`src/rtl/json_cmd_rx.sv`:
```
// 8N1 UART receiver and byte-level parser for {"T":t,"L":l,"R":r}\n drive commands.
// Build macro JSON_RX_CLAMP_EN: saturate stored L/R magnitudes to CLAMP_MILLI.
module json_cmd_rx #(
   parameter int unsigned CLKS_PER_BIT = 434,
   parameter int unsigned MAX_LINE     = 64,
   parameter int unsigned CLAMP_MILLI  = 500
) (
   input  logic        clk,
   input  logic        rst,
   input  logic        uart_in,
   output logic        cmd_valid,
   output logic [7:0]  cmd_t,
   output logic [15:0] cmd_l,
   output logic [15:0] cmd_r,
   output logic        err
);
   localparam int unsigned CNT_W = $clog2(CLKS_PER_BIT + 1);
   localparam int unsigned LEN_W = $clog2(MAX_LINE + 1);
   localparam int unsigned MAG_W = 14;
   localparam logic [CNT_W-1:0] HALF_M1 = CNT_W'(CLKS_PER_BIT / 2 - 1);
   localparam logic [CNT_W-1:0] FULL_M1 = CNT_W'(CLKS_PER_BIT - 1);
   localparam logic [MAG_W-1:0] CLAMP_M = MAG_W'(CLAMP_MILLI);

`ifdef JSON_RX_CLAMP_EN
   localparam bit CLAMP_ON = 1'b1;
`else
   localparam bit CLAMP_ON = 1'b0;
`endif

   localparam logic [7:0] CH_LBRACE = 8'h7B;
   localparam logic [7:0] CH_RBRACE = 8'h7D;
   localparam logic [7:0] CH_QUOTE  = 8'h22;
   localparam logic [7:0] CH_COLON  = 8'h3A;
   localparam logic [7:0] CH_COMMA  = 8'h2C;
   localparam logic [7:0] CH_MINUS  = 8'h2D;
   localparam logic [7:0] CH_DOT    = 8'h2E;
   localparam logic [7:0] CH_SPACE  = 8'h20;
   localparam logic [7:0] CH_CR     = 8'h0D;
   localparam logic [7:0] CH_LF     = 8'h0A;
   localparam logic [7:0] CH_ZERO   = 8'h30;
   localparam logic [7:0] CH_NINE   = 8'h39;
   localparam logic [7:0] CH_T      = 8'h54;
   localparam logic [7:0] CH_L      = 8'h4C;
   localparam logic [7:0] CH_R      = 8'h52;

   localparam logic [1:0] K_T = 2'd0;
   localparam logic [1:0] K_L = 2'd1;
   localparam logic [1:0] K_R = 2'd2;

   typedef enum logic [1:0] {RX_IDLE, RX_START, RX_DATA, RX_STOP} rx_state_e;
   typedef enum logic [2:0] {P_IDLE, P_KQ1, P_KEY, P_KQ2, P_COLON, P_NUM, P_EOL} p_state_e;

   // ---------------- RX stage ----------------
   rx_state_e        rx_state_q, rx_state_d;
   logic             sync1_q, sync2_q;
   logic [CNT_W-1:0] cnt_q, cnt_d;
   logic [2:0]       bit_q, bit_d;
   logic [7:0]       shreg_q, shreg_d;
   logic             byte_vld_q, byte_vld_d;
   logic [7:0]       byte_q, byte_d;
   logic             ferr_q, ferr_d;

   always_ff @(posedge clk or posedge rst) begin
      if (rst) begin
         sync1_q    <= 1'b1;
         sync2_q    <= 1'b1;
         rx_state_q <= RX_IDLE;
         cnt_q      <= '0;
         bit_q      <= '0;
         shreg_q    <= '0;
         byte_vld_q <= 1'b0;
         byte_q     <= '0;
         ferr_q     <= 1'b0;
      end else begin
         sync1_q    <= uart_in;
         sync2_q    <= sync1_q;
         rx_state_q <= rx_state_d;
         cnt_q      <= cnt_d;
         bit_q      <= bit_d;
         shreg_q    <= shreg_d;
         byte_vld_q <= byte_vld_d;
         byte_q     <= byte_d;
         ferr_q     <= ferr_d;
      end
   end

   // Start-bit qualification at half bit, then mid-bit sampling of data and stop.
   always_comb begin
      rx_state_d = rx_state_q;
      cnt_d      = cnt_q;
      bit_d      = bit_q;
      shreg_d    = shreg_q;
      byte_vld_d = 1'b0;
      byte_d     = byte_q;
      ferr_d     = 1'b0;
      case (rx_state_q)
         RX_IDLE: begin
            if (!sync2_q) begin
               rx_state_d = RX_START;
               cnt_d      = '0;
            end
         end
         RX_START: begin
            if (cnt_q == HALF_M1) begin
               cnt_d      = '0;
               bit_d      = '0;
               rx_state_d = sync2_q ? RX_IDLE : RX_DATA;
            end else begin
               cnt_d = cnt_q + CNT_W'(1);
            end
         end
         RX_DATA: begin
            if (cnt_q == FULL_M1) begin
               cnt_d   = '0;
               shreg_d = {sync2_q, shreg_q[7:1]};
               bit_d   = bit_q + 3'd1;
               if (bit_q == 3'd7) rx_state_d = RX_STOP;
            end else begin
               cnt_d = cnt_q + CNT_W'(1);
            end
         end
         default: begin
            if (cnt_q == FULL_M1) begin
               cnt_d      = '0;
               rx_state_d = RX_IDLE;
               if (sync2_q) begin
                  byte_vld_d = 1'b1;
                  byte_d     = shreg_q;
               end else begin
                  ferr_d = 1'b1;
               end
            end else begin
               cnt_d = cnt_q + CNT_W'(1);
            end
         end
      endcase
   end

   // ---------------- Parser ----------------
   p_state_e         p_state_q, p_state_d;
   logic [1:0]       key_q, key_d;
   logic             neg_q, neg_d;
   logic             dot_q, dot_d;
   logic [1:0]       dcnt_q, dcnt_d;
   logic [1:0]       frac_q, frac_d;
   logic [MAG_W-1:0] mag_q, mag_d;
   logic [2:0]       seen_q, seen_d;
   logic [7:0]       st_t_q, st_t_d;
   logic [15:0]      st_l_q, st_l_d;
   logic [15:0]      st_r_q, st_r_d;
   logic [LEN_W-1:0] len_q, len_d;
   logic             cmd_valid_q, cmd_valid_d;
   logic             err_q, err_d;
   logic [7:0]       cmd_t_q, cmd_t_d;
   logic [15:0]      cmd_l_q, cmd_l_d;
   logic [15:0]      cmd_r_q, cmd_r_d;

   logic             is_digit, is_term, perr, line_end;
   logic [3:0]       dig;
   logic [MAG_W-1:0] frac_scale, t_acc, mag_sat;
   logic [15:0]      fld_val;

   assign is_digit = (byte_q >= CH_ZERO) && (byte_q <= CH_NINE);
   assign is_term  = (byte_q == CH_COMMA) || (byte_q == CH_RBRACE);
   assign dig      = 4'(byte_q - CH_ZERO);
   assign t_acc    = MAG_W'(10) * mag_q + MAG_W'(dig);
   assign frac_scale = (frac_q == 2'd0) ? MAG_W'(100) :
                       (frac_q == 2'd1) ? MAG_W'(10)  : MAG_W'(1);
   assign mag_sat  = (CLAMP_ON && (mag_q > CLAMP_M)) ? CLAMP_M : mag_q;
   assign fld_val  = neg_q ? (16'd0 - 16'(mag_sat)) : 16'(mag_sat);

   always_ff @(posedge clk or posedge rst) begin
      if (rst) begin
         p_state_q   <= P_IDLE;
         key_q       <= '0;
         neg_q       <= 1'b0;
         dot_q       <= 1'b0;
         dcnt_q      <= '0;
         frac_q      <= '0;
         mag_q       <= '0;
         seen_q      <= '0;
         st_t_q      <= '0;
         st_l_q      <= '0;
         st_r_q      <= '0;
         len_q       <= '0;
         cmd_valid_q <= 1'b0;
         err_q       <= 1'b0;
         cmd_t_q     <= '0;
         cmd_l_q     <= '0;
         cmd_r_q     <= '0;
      end else begin
         p_state_q   <= p_state_d;
         key_q       <= key_d;
         neg_q       <= neg_d;
         dot_q       <= dot_d;
         dcnt_q      <= dcnt_d;
         frac_q      <= frac_d;
         mag_q       <= mag_d;
         seen_q      <= seen_d;
         st_t_q      <= st_t_d;
         st_l_q      <= st_l_d;
         st_r_q      <= st_r_d;
         len_q       <= len_d;
         cmd_valid_q <= cmd_valid_d;
         err_q       <= err_d;
         cmd_t_q     <= cmd_t_d;
         cmd_l_q     <= cmd_l_d;
         cmd_r_q     <= cmd_r_d;
      end
   end

   always_comb begin
      p_state_d   = p_state_q;
      key_d       = key_q;
      neg_d       = neg_q;
      dot_d       = dot_q;
      dcnt_d      = dcnt_q;
      frac_d      = frac_q;
      mag_d       = mag_q;
      seen_d      = seen_q;
      st_t_d      = st_t_q;
      st_l_d      = st_l_q;
      st_r_d      = st_r_q;
      len_d       = len_q;
      cmd_t_d     = cmd_t_q;
      cmd_l_d     = cmd_l_q;
      cmd_r_d     = cmd_r_q;
      cmd_valid_d = 1'b0;
      err_d       = 1'b0;
      perr        = 1'b0;
      line_end    = 1'b0;
      if (ferr_q) begin
         err_d     = 1'b1;
         seen_d    = '0;
         p_state_d = P_IDLE;
      end else if (byte_vld_q) begin
         if (p_state_q != P_IDLE) len_d = len_q + LEN_W'(1);
         case (p_state_q)
            P_IDLE: begin
               if (byte_q == CH_LBRACE) begin
                  p_state_d = P_KQ1;
                  seen_d    = '0;
                  len_d     = LEN_W'(1);
               end
            end
            P_KQ1: begin
               if (byte_q == CH_QUOTE) p_state_d = P_KEY;
               else if (byte_q != CH_SPACE) perr = 1'b1;
            end
            P_KEY: begin
               p_state_d = P_KQ2;
               if (byte_q == CH_T) key_d = K_T;
               else if (byte_q == CH_L) key_d = K_L;
               else if (byte_q == CH_R) key_d = K_R;
               else if (byte_q == CH_SPACE) p_state_d = P_KEY;
               else perr = 1'b1;
            end
            P_KQ2: begin
               if (byte_q == CH_QUOTE) p_state_d = P_COLON;
               else if (byte_q != CH_SPACE) perr = 1'b1;
            end
            P_COLON: begin
               if (byte_q == CH_COLON) begin
                  p_state_d = P_NUM;
                  neg_d     = 1'b0;
                  dot_d     = 1'b0;
                  dcnt_d    = '0;
                  frac_d    = '0;
                  mag_d     = '0;
               end else if (byte_q != CH_SPACE) begin
                  perr = 1'b1;
               end
            end
            P_NUM: begin
               // dcnt counts T digits, or the single integer digit of L/R
               if (is_term) begin
                  if (dcnt_q == 2'd0) begin
                     perr = 1'b1;
                  end else begin
                     p_state_d = (byte_q == CH_COMMA) ? P_KQ1 : P_EOL;
                     if (key_q == K_T) begin
                        st_t_d    = mag_q[7:0];
                        seen_d[0] = 1'b1;
                     end else if (key_q == K_L) begin
                        st_l_d    = fld_val;
                        seen_d[1] = 1'b1;
                     end else begin
                        st_r_d    = fld_val;
                        seen_d[2] = 1'b1;
                     end
                  end
               end else if (key_q == K_T) begin
                  if (!is_digit || dcnt_q == 2'd3 || t_acc > MAG_W'(255)) begin
                     perr = 1'b1;
                  end else begin
                     mag_d  = t_acc;
                     dcnt_d = dcnt_q + 2'd1;
                  end
               end else if (byte_q == CH_MINUS) begin
                  if (neg_q || dcnt_q != 2'd0) perr = 1'b1;
                  else neg_d = 1'b1;
               end else if (byte_q == CH_DOT) begin
                  if (dot_q || dcnt_q == 2'd0) perr = 1'b1;
                  else dot_d = 1'b1;
               end else if (is_digit) begin
                  if (!dot_q) begin
                     if (dcnt_q != 2'd0) begin
                        perr = 1'b1;
                     end else begin
                        mag_d  = MAG_W'(dig) * MAG_W'(1000);
                        dcnt_d = 2'd1;
                     end
                  end else if (frac_q == 2'd3) begin
                     perr = 1'b1;
                  end else begin
                     mag_d  = mag_q + MAG_W'(dig) * frac_scale;
                     frac_d = frac_q + 2'd1;
                  end
               end else begin
                  perr = 1'b1;
               end
            end
            P_EOL: begin
               if (byte_q == CH_LF) begin
                  line_end  = 1'b1;
                  p_state_d = P_IDLE;
                  if (seen_q == 3'b111) begin
                     cmd_valid_d = 1'b1;
                     cmd_t_d     = st_t_q;
                     cmd_l_d     = st_l_q;
                     cmd_r_d     = st_r_q;
                  end else begin
                     perr = 1'b1;
                  end
               end else if (byte_q != CH_SPACE && byte_q != CH_CR) begin
                  perr = 1'b1;
               end
            end
            default: p_state_d = P_IDLE;
         endcase
         // A stray '{' is taken as the start of a fresh line
         if (perr) begin
            err_d  = 1'b1;
            seen_d = '0;
            if (byte_q == CH_LBRACE) begin
               p_state_d = P_KQ1;
               len_d     = LEN_W'(1);
            end else begin
               p_state_d = P_IDLE;
            end
         end else if (p_state_q != P_IDLE && !line_end && len_d == LEN_W'(MAX_LINE)) begin
            err_d     = 1'b1;
            seen_d    = '0;
            p_state_d = P_IDLE;
         end
      end
   end

   assign cmd_valid = cmd_valid_q;
   assign err       = err_q;
   assign cmd_t     = cmd_t_q;
   assign cmd_l     = cmd_l_q;
   assign cmd_r     = cmd_r_q;

endmodule

```
`config.mk`:
```
export PLATFORM = sky130hd
export DESIGN_NAME = json_cmd_rx
export DESIGN_NICKNAME = d
export VERILOG_FILES = /design/src/rtl/json_cmd_rx.sv
export SDC_FILE = /design/constraint.sdc
export NUM_CORES = 1
export LEC_CHECK = 0
export ABC_AREA = 1
export CORE_ASPECT_RATIO = 1.4
export CORE_MARGIN = 2
export CORE_UTILIZATION = 35
export CTS_CLUSTER_DIAMETER = 200
export DETAILED_ROUTE_END_ITERATION = 10
export PLACE_DENSITY = 0.5
export SYNTH_ARGS = -nofsm -noshare
export SYNTH_HDL_FRONTEND = slang
export SYNTH_SLANG_ARGS = --single-unit
```
`constraint.sdc`:
```
create_clock -name clk -period 9.57 [get_ports clk]
set_input_delay 2.3925 -clock clk [delete_from_list [all_inputs] [get_ports clk]]
set_output_delay 2.3925 -clock clk [all_outputs]
set_load 0.01 [all_outputs]
```
# Yosys cells after proc, flatten, opt, wreduce, memory -nomap -nowiden

Cells that the tools add are included.

Output and inout bits: 42
Logic and storage cells: 301
Flip-flop bits (word level): 151
Input port bits: 3

Magnitude comparators: 3
Reductions and logical operators: 45
Multiplexer cells: 142
Multiply operators: 3
Bitwise gates (word level): 5
Equal/unequal tests: 66
Add/subtract/negate cells: 9

Operators by type and width:

| operator                                                               | count |
|---|---|
| 14-bit two-way mux                                                     | 10 |
| 3-bit two-way mux                                                      | 21 |
| 1-bit two-way mux                                                      | 61 |
| 7-bit two-way mux                                                      | 8 |
| 5-bit != test (second input constant)                                  | 11 |
| 2-bit two-way mux                                                      | 26 |
| 8-bit by 6-bit == test with 1-bit output (second input constant)       | 6 |
| 8-bit by 7-bit == test with 1-bit output (second input constant)       | 5 |
| 11-bit AND reduction                                                   | 3 |
| 2-bit != test (second input constant)                                  | 16 |
| 14-bit one-hot mux with 2 select lines                                 | 1 |
| 7-bit AND reduction                                                    | 4 |
| 9-bit two-way mux                                                      | 3 |
| 3-bit one-hot mux with 7 select lines                                  | 1 |
| 3-bit != test (second input constant)                                  | 6 |
| 9-bit one-hot mux with 2 select lines                                  | 1 |
| 16-bit two-way mux                                                     | 1 |
| 8-bit AND reduction                                                    | 2 |
| 3-bit == test (second input constant)                                  | 5 |
| 1-bit by 14-bit subtractor with 15-bit output (first input constant)   | 1 |
| 14-bit by 11-bit adder with 14-bit output                              | 1 |
| 14-bit by 4-bit adder with 14-bit output                               | 1 |
| 14-bit by 8-bit > comparator with 1-bit output (second input constant) | 1 |
| 3-bit by 14-bit multiplier with 13-bit output (first input constant)   | 1 |
| 43 further kinds                                                       | 77 |

# Depth between registers and ports, before layout

Gate-level depths: netlist of the first run.

Word-level depth: 14
Gate-level depth with buffers: 26
Mapped depth without buffers: 26

# Least setup slack after synthesis of the first run

OpenSTA, ideal clock, no wires.

Kind: register to register
Start point: reg frac_q[0]
End point: reg mag_q[12]
Library setup time: 117 ps
Data required time: 9453 ps
Path slack: 5112 ps
Cell stages (with the launch flop): 27
Clock period less this slack: 4458 ps
Path buffers: 0
Arrival time: 4341 ps
Cells stage by stage: dfrtp_1 inv_1 ha_1 or2_2 nor2_1 fa_1 inv_1 fa_1 fa_1 inv_1 ha_1 nand2_1 nand2_1 a31oi_1 inv_1 a21oi_1 nor2_1 o21ai_0 nand2_1 a21oi_1 o21ai_0 a21oi_1 o21ai_0 o21ai_0 nor2_1 o21ai_1 inv_1

Longest elaborated chain between the ends: 13
Elaborated cells on any way between the ends: 17
Those cells by class: add/sub: 1; mul: 1; eq/ne: 3; mux: 10; reduce/logical: 2

RTL lines:

| item                                         | line | RTL |
|---|---|---|
| start, declared                              | 145  | `logic [1:0] frac_q, frac_d;` |
| start signal, assigned                       | 197  | `frac_q <= frac_d;` |
| 2-bit by 1-bit == test with 1-bit output     | 168  | `(frac_q == 2'd1) ? MAG_W'(10) : MAG_W'(1);` |
| 4-bit two-way mux                            | 168  |  |
| 7-bit two-way mux                            | 167  | `assign frac_scale = (frac_q == 2'd0) ? MAG_W'(100) :` |
| 4-bit by 7-bit multiplier with 11-bit output | 316  | `mag_d = mag_q + MAG_W'(dig) * frac_scale;` |
| 14-bit by 11-bit adder with 14-bit output    | 316  |  |
| 14-bit two-way mux                           | 313  | `end else if (frac_q == 2'd3) begin` |
| 14-bit two-way mux                           | 306  | `if (!dot_q) begin` |
| 14-bit two-way mux                           | 305  | `end else if (is_digit) begin` |
| 14-bit two-way mux                           | 302  | `end else if (byte_q == CH_DOT) begin` |
| 14-bit two-way mux                           | 299  | `end else if (byte_q == CH_MINUS) begin` |
| 14-bit two-way mux                           | 292  | `end else if (key_q == K_T) begin` |
| 14-bit two-way mux                           | 276  | `if (is_term) begin` |
| 14-bit one-hot mux with 2 select lines       | 238  | `case (p_state_q)` |
| end signal, assigned                         | 198  | `mag_q <= mag_d;` |
| end, declared                                | 146  | `logic [MAG_W-1:0] mag_q, mag_d;` |

Parallel ways exist; a longest one is shown, timed or not. The select of a mux whose other input is x is not followed.
A chain may end at the register's enable or synchronous reset.

# Final worst setup path of the first run

Ends and elaborated chain as after synthesis.

==> metrics.yaml, run 1 <==
worst_r2r_endpoint: "mag_q[12]$_DFFE_PP0P_"
yosysTopAreaCell: "dfrtp_1"
postCtsSetupRepairBufs: 0
drive_above_1_share_pct: 6.97
cp.arrival_ns: 5.23
cts_tree: "yes"
hold_buffers: 0
synth-edff-count: 0
num_vias: 8410
cts_sinks: 147
netlist.area_leader.share_pct: 35.9
yosys_register_bits: 147
slew_headroom_pct: 25.5
finalPower_w: 0.00133
n_fill_cell: 2975
core_area_mm2: 0.0284
num_rows: 73
timing.rr.start: "frac_q[0]$_DFFE_PP0P_"
num_io_pins: 45
worstPathRequired_ns: 9.90
fmax_ghz: 0.204
areaGrowthSynthToFinish_pct: 14.0
cts_resized: 0
crit_end: "mag_q[12]$_DFFE_PP0P_"
syn_inst: 1328
cp-end-kind: "flip-flop"
fin_cells: 1753
post-route-min-period_ns: 4.90
first_global_vias: 8551
holdWs_ns: 0.357
powerDensity_mw_per_mm2: 115
slew_viol_final: 0
synthesis.area_mm2: 0.0101
initial_core_util_pct: 35.6
skew_ns: 0.0134
ys_seq_area_share_pct: 36.4
critPathLaunchType: "flip-flop"
crit_fanout: 5
postSynthAreaPerCell_um2: 7.61
synth-async-reset-ratio_pct: 100
via_per_inst: 4.80
wirelength_um: 25700
die_x_um: 148
finalSetupViolCount: 0
ff2ff_setup_slack_ns: 4.67
r2r_cells: 26
grt_pass1_wl_um: 43600
clkLatencyLatePin_ns: 0.44
first_pass_iters: 5
p_leak_nw: 5.83
place.port_buffers: 44
post-dp-hpwl_um: 19900
tns_ns: 0
n_antenna_cell: 0
tightest_slew_ns: 1.12
place_congestion: 0.866
hold_viol_final: 0
critPathKind: "flip-flop to flip-flop"
route.detailed.drc: 0
hp-class: "flip-flop to flip-flop"
ys_top_cells_by_area: "dfrtp_1, nand2_1, ha_1, inv_1, o21ai_0"
dp.cells: 1721
outcome: "completed"
first_iter_violations: 399
ys_warn_count: 0
rsz0062_at_grt: "no"
grt_max_degree: 96
numCtsBuffers: 17
synth.distinct_cells: 56
chipHeight_um: 205
cts.clk_slew.worst_paths_ns: 0.07
die_area_mm2: 0.0303
grt_use_total_pct: 18.3
grt.overflow.total: 0
wl_per_cell_um: 14.7
ir_drop_mv: 0.117
antenna_found_initial: 0
cts_buffer_depth: 2
ant_nets: 0
cts-root-buf: "clkbuf_16"
cts_max_level: 4
fin_nets: 1469
fin_crit_sh_pct: 51.2
max-cap-violations: 0
synthFlopType: "dfrtp_1"
crit_start: "frac_q[0]$_DFFE_PP0P_"
synth_nets: 1432
[registers in the layout (all words and copies together) (netlist names), 7 cells and up]
register and count:
cmd_l 15, cmd_r 15, st_l_q 15, st_r_q 15, mag_q 14, cnt_q 9
byte_q 8, cmd_t 8, shreg_q 8, st_t_q 8, len_q 7
[layer usage]
layer  up-vias  share of wire (%)  GRT usage, %
met3        50                2.4          3.01
met5         -                  0             0
met4         0                3.4          7.42
li1       4329                  -             -
met2       133                 51          33.1
met1      3898                 43          21.4
[cells by family (layout without fill, tap and decap cells)]
kind of cell             Yosys count  in the layout  synth area share, %
flip-flops                       147            147                 36.4
AND/OR/NAND/NOR                  598            598                 25.7
AO/OA/AOI/OAI                    207            207                 11.6
buffers and inverters            245            295                 9.37
XOR/XNOR                          29             29                 2.59
adder cells (fa/ha/maj)          101            101                 14.2
multiplexers                       1              1                0.111
[stage by stage]
| step | setup slack [ns] | area, um^2 | util, % |
|---|---|---|---|
| after floorplan | 3.23 | 10100 | - |
| after global placement | 4.77 | 10900 | 38.5 |
| after detailed placement | 4.70 | 10900 | 38.5 |
| after CTS | 4.69 | 11500 | 40.6 |
| after global routing | 4.19 | 11500 | 40.6 |
| final | 4.67 | 11500 | 40.6 |
[cell usage after synthesis, types with 2 or more instances]
library cell / instances
o21ai_0: 93
inv_2: 6
nand2_4: 2
buf_6: 2
clkbuf_1: 23
dfrtp_1: 145
xnor2_1: 2
inv_1: 202
o221ai_1: 4
nor3_1: 31
buf_4: 2
clkinv_1: 5
buf_2: 4
o31ai_1: 4
o41ai_1: 3
nand2_2: 12
nor3_2: 2
o21ai_1: 10
nand3_1: 52
a31oi_1: 7
nand3_2: 5
dfstp_2: 2
o32ai_1: 2
nand2_1: 351
nor2_1: 99
o211ai_1: 4
ha_1: 78
nor2_4: 2
nand4_1: 20
a21oi_1: 59
xor2_1: 26
nand3b_1: 2
or2_2: 3
o22ai_1: 4
fa_1: 23
nor2_2: 12
o21ai_2: 3
o21bai_1: 4
[worst max-delay path, cell delays in order, from the launching register on]
cell	delay [ns]
dfrtp_1	0.40
inv_1	0.09
ha_1	0.25
or2_2	0.35
nor2_1	0.14
fa_1	0.43
inv_1	0.09
fa_1	0.41
fa_1	0.51
inv_1	0.04
ha_1	0.33
nand2_1	0.08
nand2_1	0.05
a31oi_1	0.24
inv_1	0.08
a21oi_1	0.19
nor2_1	0.08
o21ai_0	0.15
nand2_1	0.11
a21oi_1	0.13
o21ai_0	0.10
a21oi_1	0.12
o21ai_0	0.10
o21ai_0	0.09
nor2_1	0.06
o21ai_1	0.11
inv_1	0.05
[final cells by class]
cell class              instances  area (um^2)  share of cell area (%)
clock buffers                  20          457                    3.96
clock inverters                12          144                    1.25
inverters                     213          805                    6.98
multi-input cells             936         5490                    47.6
flip-flops and latches        147         3680                    31.9
well taps                     375          469                    4.07
repair buffers                 50          485                    4.21
[power breakdown]
| part | total [W] | switching (W) | internal (W) |
|---|---|---|---|
| Clock | 0.000695 | 0.000292 | 0.000403 |
| Combinational | 0.0000135 | 0.0000124 | 0.00000117 |
| Sequential | 0.000622 | 0.000000192 | 0.000622 |
[worst min path at each step]
| stage | startpoint | end | depth (start not counted) |
|---|---|---|---|
| 3_3_place_gp | sync1_q$_DFF_PP1_ | sync2_q$_DFF_PP1_ | 0 |
| 4_1_cts | sync1_q$_DFF_PP1_ | sync2_q$_DFF_PP1_ | 0 |
| 6_report | sync1_q$_DFF_PP1_ | sync2_q$_DFF_PP1_ | 0 |
| 5_1_grt | sync1_q$_DFF_PP1_ | sync2_q$_DFF_PP1_ | 0 |
| 2_1_floorplan | sync1_q$_DFF_PP1_ | sync2_q$_DFF_PP1_ | 0 |
| 3_5_place_dp | sync1_q$_DFF_PP1_ | sync2_q$_DFF_PP1_ | 0 |
[cell usage in the layout (no fill, tap or decap), types with 5 or more instances in the layout]
cell type | synthesis | routed
dfrtp_1 | 145 | 145
buf_4 | 2 | 6
nand3_1 | 52 | 52
o21ai_0 | 93 | 93
clkdlybuf4s50_1 | 0 | 44
nor2_2 | 12 | 12
fa_1 | 23 | 23
inv_6 | 0 | 5
o21ai_1 | 10 | 10
inv_2 | 6 | 6
nor3_1 | 31 | 30
nand4_1 | 20 | 20
a21oi_1 | 59 | 59
a31oi_1 | 7 | 7
nand2_1 | 351 | 351
ha_1 | 78 | 78
clkbuf_16 | 0 | 17
clkinv_1 | 5 | 5
inv_1 | 202 | 201
xor2_1 | 26 | 26
nand2_2 | 12 | 12
nor2_1 | 99 | 99
nand3_2 | 5 | 5
(Power assumes the default switching activity.)
==> run 2: changes to the inputs <==
==> constraint.sdc (replaced) <==
create_clock -name clk -period 4.9 [get_ports clk]
set_input_delay 1.225 -clock clk [delete_from_list [all_inputs] [get_ports clk]]
set_output_delay 1.225 -clock clk [all_outputs]
set_load 0.01 [all_outputs]
==> metrics.yaml, run 2 (synthesis results as in run 1) <==
outcome: "completed"
powerDensity_mw_per_mm2: 226  # +96%
slew_viol_final: 0  # unchanged
post-dp-hpwl_um: 19800  # -0.64%
final_area_mm2: 0.0116  # +1.0%
dp.cells: 1728  # +0.41%
cts_buffer_depth: 2  # unchanged
holdWs_ns: 0.355  # -0.00214 ns
ant_nets: 0  # unchanged
p_leak_nw: 5.88  # +0.84%
dpl_worst_slack_ns: 0.142  # -4.56 ns
fin_crit_sh_pct: 92.2  # +41 points
die_area_mm2: 0.0303  # unchanged
cts.clk_slew.worst_paths_ns: 0.06  # about the same
placed_cell_area_mm2: 0.0110  # +0.58%
initial_core_util_pct: 35.6  # unchanged
core_area_mm2: 0.0284  # unchanged
wirelength_um: 25700  # about the same
fin_nets: 1476  # +0.48%
skew_ns: 0.00974  # -0.00369 ns
fin_cells: 1760  # +0.40%
critPathLaunchType: "flip-flop"
num_io_pins: 45  # unchanged
chipHeight_um: 205  # unchanged
finalSetupViolCount: 0  # unchanged
final_common_cell: "nand2_1"
num_vias: 8414  # +0.048%
first_iter_violations: 352  # -12%
critPathKind: "flip-flop to flip-flop"
slew_headroom_pct: 24.9  # -0.58 points
grt_pass1_wl_um: 43000  # -1.4%
hold_buffers: 0  # unchanged
crit_fanout: 5  # unchanged
fmax_ghz: 0.221  # +8.3%
numCtsBuffers: 17  # unchanged
cts-root-buf: "clkbuf_16"
worstPathRequired_ns: 5.22  # -4.68 ns
cts_max_level: 4  # unchanged
ir_drop_mv: 0.224  # +91%
grt_use_total_pct: 17.8  # -0.45 points
hp-class: "flip-flop to flip-flop"
cp-end-kind: "flip-flop"
post-route-min-period_ns: 4.52  # -0.377 ns
clkLatencyLatePin_ns: 0.43  # about the same
drive_above_1_share_pct: 7.94  # +0.98 points
antenna_found_initial: 0  # unchanged
n_antenna_cell: 0  # unchanged
hold_viol_final: 0  # unchanged
cts_sinks: 147  # unchanged
place.port_buffers: 44  # unchanged
grt.overflow.total: 0  # unchanged
most-common-layout-cells: "nand2_1, inv_1, dfrtp_1"
route.detailed.drc: 0  # unchanged
first_pass_iters: 5  # unchanged
grt_max_degree: 148  # +54%
areaGrowthSynthToFinish_pct: 15.2
setup_ws_ns: 0.380  # -4.29 ns
cts_tree: "yes"
cp.arrival_ns: 4.84  # -0.39 ns
num_rows: 73  # unchanged
place_congestion: 0.850  # -1.9%
finalPower_w: 0.00264  # +98%
via_per_inst: 4.78  # -0.35%
die_x_um: 148  # unchanged
max-cap-violations: 0  # unchanged
first_global_vias: 8476  # -0.88%
wl_per_cell_um: 14.6  # -0.48%
tightest_slew_ns: 1.13  # +0.00867 ns
## run 2: through the flow
step	utilization, %	TNS [ns]
3_3_place_gp	38.7	0
2_1_floorplan	-	0
4_1_cts	40.9	0
5_1_grt	41.0	-0.00269
3_5_place_dp	38.7	0
6_report	41.0	0
## run 2: what timing repair did
item / CTS / global route
gates resized for setup: 0 / 7
buffers inserted: 0 / 0
endpoints found under the setup margin: 0 / 3
## run 2: metal layers
metal | track usage, % | up-vias | part of all wire [%]
li1 | - | 4348 | -
met2 | 34.1 | 123 | 53
met3 | 2.05 | 40 | 2.0
met5 | 0 | - | 0
met4 | 6.18 | 0 | 2.4
met1 | 20.3 | 3903 | 42
## run 2: worst paths after layout
check / slack (ns) / to / cells past startpoint / from
min in group asynchronous: 1.33 / cmd_t[6]$_DFFE_PP0P_ / 3 / rst
max: 0.38 / mag_q[13]$_DFFE_PP0P_ / 25 / frac_q[0]$_DFFE_PP0P_
min reg2reg: 0.36 / sync2_q$_DFF_PP1_ / 0 / sync1_q$_DFF_PP1_
max reg2reg: 0.38 / mag_q[13]$_DFFE_PP0P_ / 25 / frac_q[0]$_DFFE_PP0P_
max in group asynchronous: 2.88 / key_q[0]$_DFFE_PP0P_ / 3 / rst
min: 0.36 / sync2_q$_DFF_PP1_ / 0 / sync1_q$_DFF_PP1_
## run 2: final cells by class
type / instances / area, um^2
clock buffers: 18 / 439
clock inverters: 14 / 183
fillers: 2924 / 16800
inverters: 213 / 803
multi-input cells: 936 / 5520
flip-flops and latches: 147 / 3680
well taps: 375 / 469
repair buffers: 57 / 551
## run 2: power by group
part	internal, W	switching [W]
sequential	0.00121	0.000000282
combinational	0.00000336	0.0000251
clock	0.000792	0.000600
total	0.00201	0.000625
## run 2: critical path: stages, from the launching register on
cell and delay, ns:
dfrtp_1 0.40, inv_1 0.09, ha_2 0.21, or2_2 0.34, nor2_2 0.11, fa_1 0.41
inv_1 0.09, fa_1 0.41, fa_1 0.52, inv_1 0.07, ha_4 0.28, nand2_1 0.07
nand2_1 0.07, a21oi_1 0.11, o221ai_2 0.24, a21oi_1 0.11, o21bai_1 0.18, nand2_1 0.09
nand2_1 0.06, nand2_1 0.05, a21oi_1 0.11, o21ai_0 0.08, o21ai_0 0.08, nor2_1 0.06
o21ai_1 0.11, inv_1 0.05
==> run 3: changes to the inputs <==
--- a/config.mk
+++ b/config.mk
@@ -11,7 +11,7 @@
 export CORE_UTILIZATION = 35
 export CTS_CLUSTER_DIAMETER = 200
 export DETAILED_ROUTE_END_ITERATION = 10
-export PLACE_DENSITY = 0.5
+export PLACE_DENSITY = 0.52
 export SYNTH_ARGS = -nofsm -noshare
 export SYNTH_HDL_FRONTEND = slang
 export SYNTH_SLANG_ARGS = --single-unit
==> constraint.sdc (replaced) <==
create_clock -name clk -period 3.65 [get_ports clk]
set_input_delay 0.9125 -clock clk [delete_from_list [all_inputs] [get_ports clk]]
set_output_delay 0.9125 -clock clk [all_outputs]
set_load 0.01 [all_outputs]
==> metrics.yaml, run 3 (synthesis results as in run 1) <==
timing.rr.start: "frac_q[0]$_DFFE_PP0P_"
slew_headroom_pct: 24.9  # about the same
cts_buffer_depth: 2  # unchanged
antenna_found_initial: 0  # unchanged
first_pass_iters: 5  # unchanged
final_area_mm2: 0.0126  # +7.9%
max-cap-violations: 0  # unchanged
violations: "setup timing"
drive_above_1_share_pct: 16.9  # +8.9 points
setup_ws_ns: -0.640  # -1.02 ns
finalSetupViolCount: 10  # +10
core_area_mm2: 0.0284  # unchanged
ant_nets: 0  # unchanged
r2r_cells: 26  # +4.0%
cp-end-kind: "flip-flop"
die_area_mm2: 0.0303  # unchanged
grt_max_degree: 148  # unchanged
final_common_cell: "nand2_1"
post-dp-hpwl_um: 20800  # +4.9%
cts_tree: "yes"
clkLatencyLatePin_ns: 0.43  # about the same
n_antenna_cell: 0  # unchanged
ir_drop_mv: 0.300  # +34%
first_iter_violations: 429  # +22%
crit_fanout: 4  # -1
route.detailed.drc: 0  # unchanged
placed_cell_area_mm2: 0.0116  # +5.4%
dp.cells: 1800  # +4.2%
cts-root-buf: "clkbuf_16"
cts.clk_slew.worst_paths_ns: 0.07  # about the same
wirelength_um: 27000  # +5.1%
most-common-layout-cells: "nand2_1, inv_1, dfrtp_1"
numCtsBuffers: 17  # unchanged
critPathKind: "flip-flop to flip-flop"
place_congestion: 0.892  # +4.9%
num_io_pins: 45  # unchanged
via_per_inst: 4.82  # +0.80%
wl_per_cell_um: 14.7  # +0.62%
p_leak_nw: 6.28  # +6.7%
cp.arrival_ns: 4.62  # -0.22 ns
slew_viol_final: 0  # unchanged
hold_viol_final: 0  # unchanged
die_x_um: 148  # unchanged
initial_core_util_pct: 35.6  # unchanged
grt.overflow.total: 0  # unchanged
num_rows: 73  # unchanged
fin_nets: 1554  # +5.3%
tightest_slew_ns: 1.13  # +0.000274 ns
fin_crit_sh_pct: 118  # +25 points
grt_use_total_pct: 18.5  # +0.71 points
crit_end: "mag_q[12]$_DFFE_PP0P_"
num_vias: 8857  # +5.3%
post-route-min-period_ns: 4.29  # -0.230 ns
critPathLaunchType: "flip-flop"
worstPathRequired_ns: 3.98  # -1.24 ns
skew_ns: 0.0175  # +0.00778 ns
place.port_buffers: 44  # unchanged
fmax_ghz: 0.233  # +5.4%
fin_cells: 1838  # +4.4%
grt_pass1_wl_um: 44600  # +3.8%
powerDensity_mw_per_mm2: 280  # +24%
first_global_vias: 8751  # +3.2%
hp-class: "flip-flop to flip-flop"
chipHeight_um: 205  # unchanged
cts_max_level: 4  # unchanged
ff2ff_setup_slack_ns: -0.64  # -1.02 ns
rsz0062_at_grt: "yes"
outcome: "finished with violations"
areaGrowthSynthToFinish_pct: 24.2
worst_r2r_endpoint: "mag_q[12]$_DFFE_PP0P_"
cts_sinks: 147  # unchanged
crit_start: "frac_q[0]$_DFFE_PP0P_"
==> run 3: changes by cell type in the layout (fill, tap and decap cells not counted), sizes merged <==
cell / previous run / this run
buf: 13 / 91
clkbuf: 18 / 17
inv: 216 / 217
==> run 3: per-stage QoR <==
stage	hold WS [ns]	worst slack (ns)	power [W]	setup TNS, ns	utilization [%]
2_1_floorplan	0.345	-0.522	0.00169	-1.60	-
3_3_place_gp	0.347	-0.611	0.00170	-3.60	40.8
3_5_place_dp	0.347	-0.760	0.00170	-4.82	40.8
4_1_cts	0.357	-0.632	0.00358	-3.24	43.2
5_1_grt	0.365	-0.920	0.00366	-5.80	44.2
6_report	0.357	-0.640	0.00352	-3.24	44.2
==> run 3: repair_timing <==
item	CTS	global route
buffers inserted	1	6
gates resized for setup	27	57
setup endpoints to repair	27	30
hold buffers	0	0
pin swaps	25	34
==> run 3: worst min-delay path by stage <==
stage	start	to	slack, ns	cells after the start
2_1_floorplan	sync1_q$_DFF_PP1_	sync2_q$_DFF_PP1_	0.35	0
3_3_place_gp	sync1_q$_DFF_PP1_	sync2_q$_DFF_PP1_	0.35	0
3_5_place_dp	sync1_q$_DFF_PP1_	sync2_q$_DFF_PP1_	0.35	0
4_1_cts	sync1_q$_DFF_PP1_	sync2_q$_DFF_PP1_	0.36	0
5_1_grt	sync1_q$_DFF_PP1_	sync2_q$_DFF_PP1_	0.37	0
6_report	sync1_q$_DFF_PP1_	sync2_q$_DFF_PP1_	0.36	0
==> run 3: cell type report <==
| cell class | instances | area (um^2) |
|---|---|---|
| inverter | 213 | 808 |
| clock inverter | 15 | 185 |
| timing repair buffer | 135 | 1140 |
| fill | 2881 | 15800 |
| sequential | 147 | 3680 |
| tap | 375 | 469 |
| multi-input combinational | 936 | 5850 |
| clock buffer | 17 | 425 |
==> run 3: metal layers <==
layer / share of wire (%) / up-vias / GRT usage [%] / wire (um)
li1: - / 4495 / - / -
met1: 40 / 4163 / 20.9 / 10900
met2: 54 / 152 / 35.5 / 14700
met3: 2.5 / 47 / 2.27 / 687
met4: 2.9 / 0 / 6.63 / 787
met5: 0 / - / 0 / 0
==> run 3: report_power, final <==
| group | leakage, nW | internal (W) | switching [W] | total [W] |
|---|---|---|---|---|
| Sequential | 2.03 | 0.00163 | 0.000000384 | 0.00163 |
| Clock | 0.302 | 0.00104 | 0.000807 | 0.00185 |
| Combinational | 3.95 | 0.00000451 | 0.0000326 | 0.0000371 |
| Total | 6.28 | 0.00268 | 0.000840 | 0.00352 |
==> run 3: critical path, cell delays in order, from the launching register on <==
cell and delay, ns:
dfrtp_1 0.41, inv_2 0.07, ha_4 0.16, or2_4 0.25, nor2_4 0.09, fa_1 0.43, inv_2 0.08, fa_1 0.41
fa_1 0.51, inv_2 0.05, ha_4 0.24, nand2_1 0.06, nand2_1 0.06, a31oi_2 0.17, inv_1 0.07, a21oi_2 0.14
nor2_1 0.06, o21ai_1 0.11, nand2_1 0.09, a21oi_2 0.14, o21ai_2 0.07, a21oi_1 0.12, o21ai_1 0.09, o21ai_1 0.08
nor2_1 0.06, o21ai_1 0.12, inv_1 0.05
